--- src/rtl/debounce_poly_eval.sv ---
// Operator front end: debounced push-button press strobe plus a combinational
// cubic polynomial evaluator (Horner form, all arithmetic mod 2**WIDTH).
module debounce_poly_eval #(
   parameter int WIDTH           = 16,
   parameter int DEBOUNCE_CYCLES = 1000000,
   parameter int CNT_W           = 20
) (
   input  logic             clk,
   input  logic             rst_n,
   input  logic             btn,
   output logic             enable,
   input  logic [WIDTH-1:0] a0,
   input  logic [WIDTH-1:0] a1,
   input  logic [WIDTH-1:0] a2,
   input  logic [WIDTH-1:0] a3,
   input  logic [WIDTH-1:0] x,
   output logic [WIDTH-1:0] value
);

   localparam logic [CNT_W-1:0] CNT_LAST = CNT_W'(DEBOUNCE_CYCLES - 1);
   localparam logic [CNT_W-1:0] CNT_ZERO = {CNT_W{1'b0}};
   localparam logic [CNT_W-1:0] CNT_ONE  = {{(CNT_W-1){1'b0}}, 1'b1};

   logic             sync1_r;
   logic             sync2_r;
   logic             db_state_r;
   logic             enable_r;
   logic [CNT_W-1:0] cnt_r;
   logic [WIDTH-1:0] value_s;

   // One Horner stage; the product and sum are deliberately truncated to WIDTH.
   function automatic logic [WIDTH-1:0] horner_step(
      input logic [WIDTH-1:0] acc,
      input logic [WIDTH-1:0] pt,
      input logic [WIDTH-1:0] coef
   );
      logic [WIDTH-1:0] prod;
      prod = acc * pt;
      return prod + coef;
   endfunction

   // Synchroniser, debounce counter and press strobe.
   always_ff @(posedge clk) begin
      if (!rst_n) begin
         sync1_r    <= 1'b0;
         sync2_r    <= 1'b0;
         db_state_r <= 1'b0;
         cnt_r      <= CNT_ZERO;
         enable_r   <= 1'b0;
      end else begin
         sync1_r  <= btn;
         sync2_r  <= sync1_r;
         enable_r <= 1'b0;
         if (sync2_r == db_state_r) begin
            cnt_r <= CNT_ZERO;
         end else if (cnt_r == CNT_LAST) begin
            // sync2 differs from db_state here, so sync2=1 means a 0->1 acceptance
            db_state_r <= sync2_r;
            cnt_r      <= CNT_ZERO;
            enable_r   <= sync2_r;
         end else begin
            cnt_r <= cnt_r + CNT_ONE;
         end
      end
   end

   // Combinational cubic evaluation.
   always_comb begin
      value_s = horner_step(horner_step(horner_step(a3, x, a2), x, a1), x, a0);
   end

   assign enable = enable_r;
   assign value  = value_s;

endmodule

--- config.mk ---
export PLATFORM = sky130hd
export DESIGN_NAME = debounce_poly_eval
export DESIGN_NICKNAME = d
export VERILOG_FILES = /design/src/rtl/debounce_poly_eval.sv
export SDC_FILE = /design/constraint.sdc
export NUM_CORES = 1
export LEC_CHECK = 0
export CORE_MARGIN = 5
export CORE_UTILIZATION = 61
export CTS_BUF_LIST = sky130_fd_sc_hd__clkbuf_16
export DETAILED_ROUTE_END_ITERATION = 10
export GPL_ROUTABILITY_DRIVEN = 0
export PLACE_DENSITY = 0.86
export SLEW_MARGIN = 20
export SYNTH_ARGS = -nofsm -noshare
export SYNTH_HDL_FRONTEND = slang
export SYNTH_SLANG_ARGS = --single-unit
--- constraint.sdc ---
create_clock -name clk -period 53 [get_ports clk]
set_clock_uncertainty 0.2 [all_clocks]
set_input_delay 5.3 -clock clk [delete_from_list [all_inputs] [get_ports clk]]
set_output_delay 5.3 -clock clk [all_outputs]
set_load 0.03 [all_outputs]
## Yosys cells after proc, flatten, opt, wreduce, memory -nomap -nowiden

Index checks and enable logic that the tools add are counted.

- $add $sub $neg: 4
- Multiply operators: 3
- Equal/unequal tests: 2
- Bitwise operators: 3
- Reductions and logical operators: 3

Operators by type and width:

| cell | count |
|---|---|
| $add 16x16->16 | 3 |
| $mul 16x16->16 | 3 |
| $add 20x1->20 const B | 1 |
| $eq 20x20->1 const B | 1 |
| $reduce_or 3->1 | 2 |
| $not 1->1 | 3 |
| $reduce_and 2->1 | 1 |
| $eq 1x1->1 | 1 |

- Bits in registers: 24
- Input port bits: 83
- Output and inout bits: 17
- Word-level logic and storage cells: 20

## Longest topological paths before layout

- Depth after elaboration: 6
- Gate-level depth with buffers: 58
- Depth with buffers taken out: 56

## Worst setup path after synthesis

Ideal clock, no wire load.

- Path kind: in2out
- Start: in x[4]
- End: out value[15]
- Arrival time: 19176 ps
- Data required time: 47500 ps
- Path slack: 28324 ps
- Cell stages on the path: 55
- Path through: clkbuf_1 -> clkbuf_1 -> nand2_1 -> fa_1 -> fa_1 -> inv_1 -> ha_1 -> inv_1 -> fa_1 -> inv_1 -> ha_1 -> inv_1 -> fa_1 -> inv_1 -> ha_1 -> and3_1 -> a221o_1 -> o211ai_1 -> (+19 left out) -> fa_1 -> inv_1 -> fa_1 -> inv_1 -> fa_1 -> fa_1 -> xnor2_1 -> xnor2_1 -> xnor2_1 -> xnor2_1 -> xnor2_1 -> xnor2_1 -> xnor2_1 -> xnor2_1 -> xnor2_1 -> xnor2_1 -> xnor2_1 -> xnor2_1

- Cells in the longest elaborated chain, start to end: 6

Ends and longest elaborated chain:

| element | RTL line | text |
|---|---|---|
| start, declared | 16 | `input logic [WIDTH-1:0] x,` |
| $mul 16x16->16 | 38 | `prod = acc * pt;` |
| $add 16x16->16 | 39 | `return prod + coef;` |
| $mul 16x16->16 | 38 |  |
| $add 16x16->16 | 39 |  |
| $mul 16x16->16 * | 38 |  |
| $add 16x16->16 * | 39 |  |
| end, declared | 17 | `output logic [WIDTH-1:0] value` |

Mark *: on every way between the ends. The rest lies on a longest branch, timed or not.

## Final worst setup path

- Start: in x[1]
- End: out value[15]

The elaborated chain is that of the path after synthesis.

==> results.yml <==
yosys:
  synth-seq-cells: 24
  synthCells: 1622
  synth_area_um2: 14100
  synth_most_common_cell: "inv_1"
  synth_largest_area_cell: "fa_1"
  ys_top_cells_by_area: "fa_1 (40%), ha_1 (14%), inv_1 (11%)"
  yosys.area.top_type_share_pct: 40.0
  ys_warn_count: 0
  ys_seq_area_share_pct: 3.41
  synth_edf_count: 0
  synth_area_per_cell_um2: 8.70
  ys_types: 51
  synth_commonest_cells: "inv_1 (404), fa_1 (282), nand2_1 (190)"
  ys_async_sr_fraction_pct: 0
  synth_flop_cell: "dfxtp_1"
  syn_nets: 2144
placement:
  preCtsSetupSlack_ns: 26.82
  place_hpwl_mm: 26.1
  port_buffers: 99
floorplanning:
  start_util_pct: 62.1
  die_w_um: 162
  num_rows: 55
  ios: 100
  core_um2: 22700
  fp.dieH_um: 162
  design.die.area_um2: 26300
global_route:
  grt_overflow: 0
  grt_max_degree: 50
  grt_pass1_vias: 11900
  grt_antenna_before_repair: 0
  grt_util_all_layers_pct: 25.4
  grt_first_pass_wirelength_mm: 54.9
sta:
  holdWs_ns: 0.238
  fin_crit_sh_pct: 49.5
  final_max_slew_viol_count: 0
  fin_crit_ns: 26.22
  slew_headroom_pct: 26.9
  rsz0062_at_grt: "false"
  worst_pin_slew_ns: 1.09
  hold_viol: 0
  setup_slack_ns: 26.78
  fmax_mhz: 38.1
  finalSetupViolCount: 0
  setup-tns-final_ns: 0
clock_tree:
  post_cts_resized: 0
  cts_root_buf: "clkbuf_16"
  ctsLongestPathBuffers: 2
  cts_tree: "built"
  cts_hold_buf: 0
  cts.sinks: 24
  clk_pin_slew_worst_paths_ns: 0.05
  post-cts-setup-buffer-count: 0
  worstSkewPairLatency_ns: 0.25
  htreeDepth: 1
  cts_buffers: 3
worst_setup_path:
  critPathKind: "in -> out"
  cpMostUsedCell: "fa_1"
  cp.required_ns: 47.50
  crit_path_top_delay_cell: "clkdlybuf4s50_1"
  crit_path_max_incr_delay_ns: 0.71
  start_kind: "input pin"
  worstSetupEndpointType: "primary output"
  critPathArrivalTime_ns: 20.72
  path_max_fanout: 46
detailed_routing:
  wirelength_mm: 31.8
  via_per_inst: 5.38
  route.detailed.drc: 0
  drtPass1Iterations: 6
  route.vias.total: 10500
  drt_iter0_drc: 554
  wl_per_cell_um: 16.2
  ant_nets: 0
flow_run:
  max_cap_viol_count: 0
cells_and_area:
  syn2layout_area_growth_pct: 8.92
  diodes: 0
  layout.nets: 2198
  final_core_util_pct: 67.6
  drive_gt1_share_pct: 1.43
hold_path:
  min_path_type: "reg -> reg"
run_status:
  status: "finished clean"
-- state kept, by name, summed over array words and instances (netlist names) --
name,flops
cnt_r,20
db_state_r,1
enable,1
sync1_r,1
sync2_r,1
-- cells by family after synthesis --
kind of cell	synth area share (%)
compound gates	2.75
fa+ha+maj	54.0
buf+inv	12.5
xor+xnor	9.13
simple gates	18.2
mux	0.142
flops	3.41
-- final timing paths --
path	from	end	slack [ns]	cells past startpoint
max	x[1]	value[15]	26.78	57
min	sync1_r	sync2_r	0.24	1
max reg2reg	cnt_r[15]	cnt_r[4]	50.38	5
min reg2reg	sync1_r	sync2_r	0.24	1
-- cell type report --
class                   instances  area (um^2)
fillers                      1767         7350
well taps                     285          357
flip-flops and latches         24          480
clock buffers                   3         75.1
repair buffers                108         1060
multi-input cells            1135        11900
inverters                     404         1520
-- per-stage QoR --
| step | cells | instance area [um^2] |
|---|---|---|
| floorplan | 1622 | 14100 |
| global placement | 1956 | 15300 |
| detailed placement | 1956 | 15300 |
| CTS | 1959 | 15400 |
| global route | 1959 | 15400 |
| finish | 1959 | 15400 |
-- worst max-delay path, delay by kind of cell --
kind            cells  cell delay, ns
fa+ha+maj          20            9.07
buf+inv            14            2.16
xor+xnor           13            2.10
simple gates        7            1.06
compound gates      3            0.97
-- metal layers --
layer  track usage [%]  up-vias  part of all wire, %  wire, um
met5                 0        -                    0         0
met4              7.96        0                  3.0       942
li1                  -     4830                    -         -
met2              48.0      384                   53     16800
met3              2.79       74                  6.6      2100
met1              30.3     5253                   38     11900
-- placed cells by master (no fill, tap or decap), drive strengths merged, types with 2 or more instances in the layout --
cell / count
a21boi: 3
a21o: 5
a21oi: 23
a31oi: 3
and2: 181
and3: 12
buf: 9
clkbuf: 3
clkdlybuf4s50: 99
dfxtp: 24
fa: 282
ha: 157
inv: 404
mux2i: 2
nand2: 192
nand2b: 17
nand3: 11
nand3b: 2
nand4: 6
nor2: 31
nor2b: 29
nor3: 4
o211ai: 2
o21a: 3
o21ai: 9
o21bai: 7
or2: 2
or3: 4
xnor2: 98
xnor3: 4
xor2: 31
Power is left out: the tool's default activity adds up to more than one toggle a clock period on the data nets, which glitch-free logic cannot reach.
